$ cat src/rtl/empacotador_bytes_pkg.sv
// Shared types and constants for the byte-to-word packer.
// The packer feeds the 32-bit input of the vector manipulator.
package empacotador_bytes_pkg;

  localparam int WORD_W        = 32;
  localparam int BYTE_W        = 8;
  localparam int NUM_LANES     = WORD_W / BYTE_W;
  localparam int BYTE_ORDER_LE = 0;
  localparam int BYTE_ORDER_BE = 1;

  typedef enum logic {VAZIO = 1'b0, CHEIO = 1'b1} slot_t;

  typedef struct packed {
    logic [WORD_W-1:0] dados;
    logic [2:0]        nbytes;
  } palavra_t;

  // Lane that receives the k-th byte of a word.
  function automatic int lane_of(input int k, input int order);
    return (order == BYTE_ORDER_BE) ? (NUM_LANES - 1 - k) : k;
  endfunction

endpackage

$ cat src/rtl/empacotador_bytes_registro_saida.sv
// One-entry valid/ready output register.
// Holds a packed word and its byte count until downstream takes it.
module registro_saida
  import empacotador_bytes_pkg::*;
(
  input  logic     clk,
  input  logic     rst,
  input  logic     load,
  input  palavra_t din,
  input  logic     ready,
  output logic     valid,
  output palavra_t dout,
  output logic     slot_free
);

  slot_t estado;

  // A load may coincide with a drain; the new word then replaces the old one.
  assign slot_free = (estado == VAZIO) || ready;

  always_ff @(posedge clk) begin
    if (rst) begin
      estado <= VAZIO;
      valid  <= 1'b0;
      dout   <= '0;
    end else begin
      case (estado)
        VAZIO: begin
          if (load) begin
            estado <= CHEIO;
            valid  <= 1'b1;
            dout   <= din;
          end
        end
        CHEIO: begin
          if (load) begin
            dout <= din;
          end else if (ready) begin
            estado <= VAZIO;
            valid  <= 1'b0;
          end
        end
        default: begin
          estado <= VAZIO;
          valid  <= 1'b0;
        end
      endcase
    end
  end

endmodule

$ cat src/rtl/empacotador_bytes.sv
// Packs a byte stream into 32-bit words, with flush of partial words
// padded by PAD_BYTE and tagged with the real byte count.
module empacotador_bytes
  import empacotador_bytes_pkg::*;
#(
  parameter int          BYTE_ORDER = 0,
  parameter logic [7:0]  PAD_BYTE   = 8'h00
) (
  input  logic              clk,
  input  logic              rst,
  input  logic [BYTE_W-1:0] byte_in,
  input  logic              byte_valid,
  output logic              byte_ready,
  input  logic              flush,
  output logic [WORD_W-1:0] word_out,
  output logic              word_valid,
  input  logic              word_ready,
  output logic [2:0]        word_bytes
);

  logic [1:0]                       count;
  logic [2:0][BYTE_W-1:0]           acc;
  logic [NUM_LANES-1:0][BYTE_W-1:0] seq;
  logic [2:0]                       eff_cnt;
  logic                             take, full, do_flush, load, slot_free;
  palavra_t                         nova, saida;

  assign byte_ready = !rst && !(count == 2'd3 && !slot_free);
  assign take       = byte_valid && byte_ready;
  assign eff_cnt    = {1'b0, count} + {2'b00, take};
  assign full       = take && (count == 2'd3);
  // A same-cycle byte that completes the word makes flush redundant.
  assign do_flush   = flush && slot_free && !full && (eff_cnt != 3'd0);
  assign load       = full || do_flush;

  always_comb begin
    logic [BYTE_W-1:0] b;
    b    = '0;
    seq  = {PAD_BYTE, acc[2], acc[1], acc[0]};
    nova = '0;
    for (int k = 0; k < NUM_LANES; k++) begin
      if (3'(k) < {1'b0, count})
        b = seq[k];
      else if (3'(k) == {1'b0, count} && take)
        b = byte_in;
      else
        b = PAD_BYTE;
      nova.dados[lane_of(k, BYTE_ORDER)*BYTE_W +: BYTE_W] = b;
    end
    nova.nbytes = eff_cnt;
  end

  always_ff @(posedge clk) begin
    if (rst) begin
      count <= '0;
      acc   <= '0;
    end else if (load) begin
      count <= '0;
    end else if (take) begin
      for (int k = 0; k < 3; k++)
        if (count == 2'(k)) acc[k] <= byte_in;
      count <= count + 2'd1;
    end
  end

  registro_saida u_saida (
    .clk       (clk),
    .rst       (rst),
    .load      (load),
    .din       (nova),
    .ready     (word_ready),
    .valid     (word_valid),
    .dout      (saida),
    .slot_free (slot_free)
  );

  assign word_out   = saida.dados;
  assign word_bytes = saida.nbytes;

endmodule
$ cat config.mk
export PLATFORM = sky130hd
export DESIGN_NAME = empacotador_bytes
export DESIGN_NICKNAME = d
export VERILOG_FILES = /design/src/rtl/empacotador_bytes_pkg.sv /design/src/rtl/empacotador_bytes_registro_saida.sv /design/src/rtl/empacotador_bytes.sv
export SDC_FILE = /design/constraint.sdc
export NUM_CORES = 1
export LEC_CHECK = 0
export BUFFER_PORTS_ARGS = -buffer_cell sky130_fd_sc_hd__buf_2
export CAP_MARGIN = 30
export CORE_MARGIN = 3
export CORE_UTILIZATION = 30
export DETAILED_ROUTE_END_ITERATION = 16
export GPL_TIMING_DRIVEN = 0
export HOLD_SLACK_MARGIN = 0.08
export SETUP_SLACK_MARGIN = 0.2
export SYNTH_ARGS = -nofsm -noshare
export SYNTH_HDL_FRONTEND = slang
export SYNTH_HIERARCHICAL = 1
export SYNTH_SLANG_ARGS = --single-unit
$ cat constraint.sdc
create_clock -name clk -period 5.3 [get_ports clk]
set_clock_uncertainty 0.05 [all_clocks]
set_input_delay 0 -clock clk [delete_from_list [all_inputs] [get_ports clk]]
set_output_delay 0 -clock clk [all_outputs]
set_load 0.05 [all_outputs]
==> Word-level counts from Yosys, hierarchy flattened <==
Cells that the tools add are included.
{ "classes": {"n_addsub": 2, "order_cmp": 3, "eq_ne": 9, "muxes": 16, "bitwise_logic": 2, "reduce_logical": 24} }
{ "op_table": {"columns": ["cell", "count"], "rows": [
  ["2-to-1 mux 8 bit", 7],
  ["2-to-1 mux 35 bit", 1],
  ["AND reduction 3 bit", 4],
  ["logical AND 1 bit", 11],
  ["2-to-1 mux 1 bit", 6],
  ["inequality test 2 bit (second input constant)", 3],
  ["equality test 2 bit (first input constant)", 2],
  ["equality test 2 bit (second input constant)", 2],
  ["zero test 1 bit", 4],
  ["< comparator 1 x 2 -> 1 bit (first input constant)", 2],
  ["case mux 1 bit (2 select lines)", 2],
  ["adder 2 x 1 -> 3 bit", 1],
  ["nonzero test 3 bit", 1],
  ["adder 2 x 1 -> 2 bit (second input constant)", 1],
  ["equality test 1 x 2 -> 1 bit (first input constant)", 1],
  ["equality test 2 x 1 -> 1 bit (second input constant)", 1],
  ["zero test 2 bit", 1],
  ["logical OR 1 bit", 2],
  ["< comparator 2 bit (first input constant)", 1],
  ["NOT 1 bit", 2],
  ["OR reduction 2 bit", 1]
]} }
{ "word_totals": {"register_bits": 63, "output_inout_bits": 37} }

==> Depth between registers and ports, before layout <==
{ "depth": {"word_depth": 14, "depth_mapped": 13} }

==> By module <==
The synthesis kept the hierarchy.
{ "modules_own_cells": {"columns": ["module", "n_inst", "cells_per_inst", "area_per_inst_um2", "seq_area_each_um2"], "rows": [
  ["empacotador_bytes", 1, 174, 1562.7, 520.5],
  ["registro_saida", 1, 121, 1351.3, 740.7]
]} }

==> Worst setup path before layout <==
No wires, ideal clock.
{ "synth_path": {"path_kind": "register to register", "from": "register count[1]", "to": "register acc[10] (netlist name)", "arrival_ns": 3.010, "slack_ns": 2.168, "path_stages_with_launch": 12, "path_buffers": 2, "cell_sequence": "dfxtp_1 ha_1 nor2b_1 or3_1 buf_2 inv_1 ha_1 ha_1 o311ai_4 nor4bb_4 buf_6 mux2i_1"} }
{ "synth_rtl": {"columns": ["item", "line", "text"], "rows": [
  ["start: declaration", "empacotador_bytes.sv:21", "logic [1:0] count;"],
  ["start signal: assignment", "empacotador_bytes.sv:62", "count <= count + 2'd1;"],
  ["equality test 2 bit", "empacotador_bytes.sv:28", "assign byte_ready = !rst && !(count == 2'd3 && !slot_free);"],
  ["logical AND 1 bit", "empacotador_bytes.sv:28", null],
  ["zero test 1 bit", "empacotador_bytes.sv:28", null],
  ["logical AND 1 bit", "empacotador_bytes.sv:28", null],
  ["logical AND 1 bit", "empacotador_bytes.sv:29", "assign take = byte_valid && byte_ready;"],
  ["adder 2 x 1 -> 3 bit *", "empacotador_bytes.sv:30", "assign eff_cnt = {1'b0, count} + {2'b00, take};"],
  ["net eff_cnt[1]", "empacotador_bytes.sv:24", "logic [2:0] eff_cnt;"],
  ["nonzero test 3 bit *", "empacotador_bytes.sv:33", "assign do_flush = flush && slot_free && !full && (eff_cnt != 3'd0);"],
  ["logical AND 1 bit *", "empacotador_bytes.sv:33", null],
  ["logical OR 1 bit *", "empacotador_bytes.sv:34", "assign load = full || do_flush;"],
  ["NOT 1 bit (no line) *", null, null],
  ["AND reduction 3 bit (no line) *", null, null],
  ["end signal: indexed assignment", "empacotador_bytes.sv:61", "if (count == 2'(k)) acc[k] <= byte_in;"],
  ["end: declaration", "empacotador_bytes.sv:22", "logic [2:0][BYTE_W-1:0] acc;"]
]} }
Mark *: on every way through the listed nets, which the timed path passes. The rest lies on a longest branch.
A chain may end at the register's enable or synchronous reset.

==> Worst setup path in the final report <==
{ "layout_path": {"from": "register count[1]", "to": "register acc[15] (netlist name)"} }
The elaborated chain is that of the path after synthesis.

==> metrics.md <==
| Metric | Value |
|---|---|
| Final Power | 995 uW |
| Slew @ Worst Pin | 0.710 ns |
| Number of global-route vias before repair | 2,260 |
| Internal Pwr Total | 732 uW |
| R2R Setup Slk | 1.64 ns |
| Die area | 10,900 um^2 |
| Reg clk slew, reported paths | 0.07 ns |
| Die Span Y | 105 um |
| CTS sink cnt | 63 |
| Logic gate share of total power | 0.130 |
| Worst Hold End | acc[18]$_SDFFE_PP0P_ |
| Skew-Pair Late Insertion Delay | 0.34 ns |
| Max frequency | 274 MHz |
| Hold_sp | acc[18]$_SDFFE_PP0P_ |
| RSZ-0062 raised after global routing | false |
| I/O Buffers | 48 |
| Initial Utilization | 0.312 |
| Max clock buf depth | 2 |
| Antenna-violating nets left | 0 |
| Class of the worst hold path | reg -> reg |
| Post-CTS sizing | 0 |
| Seq pwr share | 0.493 |
| Post-route minimum period | 3.66 ns |
| Area growth from synthesis to layout | 24.0% |
| Synth cell types | 31 |
| Setup violations, final | 0 |
| Slew HR | 0.526 |
| Final hold viol count | 0 |
| Largest net degree at the start of global routing | 11 |
| DRC viols | 0 |
| Grt total ovfl | 0 |
| Syn Area/Cell | 9.88 um^2 |
| Most frequent cells in the layout | dfxtp_1 (63), mux2i_1 (59), buf_2 (52) |
| Number of antenna violations at the first check in global routing | 0 |
| Chip width | 105 um |
| Tcrit/Tclk final | 0.690 |
| Post-DP HPWL | 5110 um |
| Yosys reg bits | 63 |
| Slew Viols, Final | 0 |
| Finished Layout Cells | 500 |
| Commonest non-fill, non-tap cell in the layout | dfxtp_1 |
| Post-Place Cells | 472 |
| Initial drt markers | 101 |
| Core Rows | 35 |
| Status | completed |
| WL/cell | 13.9 um |
| Worst vdd ir | 0.000136 V |
| Crit. End Element | register |
| Mapped Area | 2910 um^2 |
| 1st-pass router iterations | 4 |
| Net Sw Power | 263 uW |
| PD cells | 275 nW/um^2 |
| Syn nets | 315 |
| Post-synthesis sequential area ratio | 0.433 |
| Worst R2R Path Depth | 11 |
| Antenna diodes | 0 |
| GRT Total Usage | 0.132 |
| Mapped Cells | 295 |
| Pleak | 0.00158 uW |
| Worst reg2reg startpoint | count[1]$_SDFFE_PP0N_ |
| Sw frac | 0.264 |
| Core Area | 9330 um^2 |
| Worst setup path category | reg -> reg |
| Hold path cells | 2 |
| WP data required | 5.52 ns |
| Total placed instance area | 3320 um^2 |
| Yosys warns | 6 |
| Sum Neg Setup Slack | 0 ns |
| Worst Path Max Fanout | 9 |
| Placer congestion estimate | 0.779 |
| Reg2reg end | acc[15]$_SDFFE_PP0P_ |
| Drt total wl | 6970 um |
| Design Area, Final | 3610 um^2 |
| CTS Root Cell | clkbuf_8 |
| Via density | 4.50 |
| Startpoint Class | register |
| CTS tree | yes |
| CTS buffer count | 9 |
| DR vias | 2,248 |
| Max-Cap Viols | 0 |
| Clock share of power | 0.377 |
| Nets@finish | 386 |
| Share of layout cells above drive strength 1 | 0.218 |
| First-pass GRT wire length | 11,600 um |
| I/O pin total | 50 |
| CP arrival | 3.87 ns |
| H-Tree Depth | 3 |
[layer usage]
metal,GRT usage,up-vias,part of all wire,wire length [um]
li1,-,1153,-,-
met2,0.202,54,0.44,3030
met1,0.179,1032,0.50,3480
met3,0.0420,9,0.054,377
met4,0.0342,0,0.012,82
met5,0,-,0,0
[metrics by stage]
step | utilization | hold slack [ns] | setup slack, ns
after detailed placement | 0.355 | 0.200 | 1.66
after CTS | 0.387 | 0.413 | 1.62
after global routing | 0.387 | 0.429 | 1.39
after floorplan | - | 0.114 | 2.17
final | 0.387 | 0.412 | 1.64
after global placement | 0.355 | 0.195 | 1.77
[worst max-delay path, cell delays in order, from the launching register on]
cell      delay, ns
dfxtp_1        0.51
ha_1           0.25
nor2b_1        0.59
or3_1          0.20
buf_2          0.20
inv_1          0.06
ha_1           0.20
ha_1           0.33
o311ai_4       0.41
nor4bb_4       0.39
buf_6          0.20
mux2i_1        0.19
[worst max-delay path by stage]
stage,slack (ns),startpoint,end
final,1.64,count[1]$_SDFFE_PP0N_,acc[15]$_SDFFE_PP0P_
after global routing,1.39,count[1]$_SDFFE_PP0N_,acc[12]$_SDFFE_PP0P_
after CTS,1.62,count[1]$_SDFFE_PP0N_,acc[12]$_SDFFE_PP0P_
after detailed placement,1.66,count[1]$_SDFFE_PP0N_,acc[12]$_SDFFE_PP0P_
after global placement,1.77,count[1]$_SDFFE_PP0N_,acc[10]$_SDFFE_PP0P_
after floorplan,2.17,count[1]$_SDFFE_PP0N_,acc[10]$_SDFFE_PP0P_
[cell type report]
type,instances,area [um^2]
plain buffers,19,156
clock buffers,13,159
clock inverters,3,17.5
fillers,973,5720
inverters,16,60.1
multi-input cells,197,1440
flip-flops and latches,63,1260
well taps,129,161
repair buffers,60,360
[timing repair]
item | CTS | global route
endpoints found under the hold margin | 49 | 0
buffers inserted | 0 | 0
hold buffers | 12 | 0
[registers in the layout, indices dropped and copies added, names as in the netlist]
register	flops
u_saida/dout	35
acc	24
u_saida/estado	1
u_saida/valid	1
count	2
[power groups by stage]
stage          logic [uW]  registers [uW]  clock network (uW)
3_5_place_dp          123             501                   0
3_3_place_gp          121             501                   0
5_1_grt               140             492                 407
6_report              129             491                 375
2_1_floorplan        82.6             510                   0
4_1_cts               131             491                 385
[cell families (layout without fill, tap and decap cells)]
kind of cell / after synthesis / after routing / share of synthesized area
and+or+nand+nor: 99 / 99 / 0.168
muxes: 59 / 59 / 0.203
buffers and inverters: 35 / 111 / 0.0743
adders and majority gates: 7 / 7 / 0.0301
AOI/OAI and AO/OA: 32 / 32 / 0.0919
DFF: 63 / 63 / 0.433
[synth_stat cells]
cell type,number,area [um^2]
a211oi_1,1,7.51
nand2b_1,3,18.8
ha_1,7,87.6
nor4_4,2,42.5
buf_2,4,20.0
or4_1,1,7.51
or3_1,1,6.26
o311ai_4,1,26.3
nor4bb_4,1,25.0
nand4_2,2,25.0
o31ai_1,2,15.0
mux2i_1,59,591
a21bo_2,1,10.0
a221oi_1,1,8.76
dfxtp_1,63,1260
buf_12,3,60.1
inv_1,15,56.3
clkbuf_1,6,22.5
clkbuf_2,1,5.00
and2_1,8,50.1
a22o_1,16,140
nor2b_1,1,6.26
nand4_1,1,6.26
buf_1,1,3.75
a21oi_1,2,10.0
nor2_1,36,135
buf_6,4,45.0
o22ai_1,8,50.1
and4b_1,1,10.0
clkinv_1,1,3.75
nand2_1,42,158
Power figures use the tool's default switching activity.
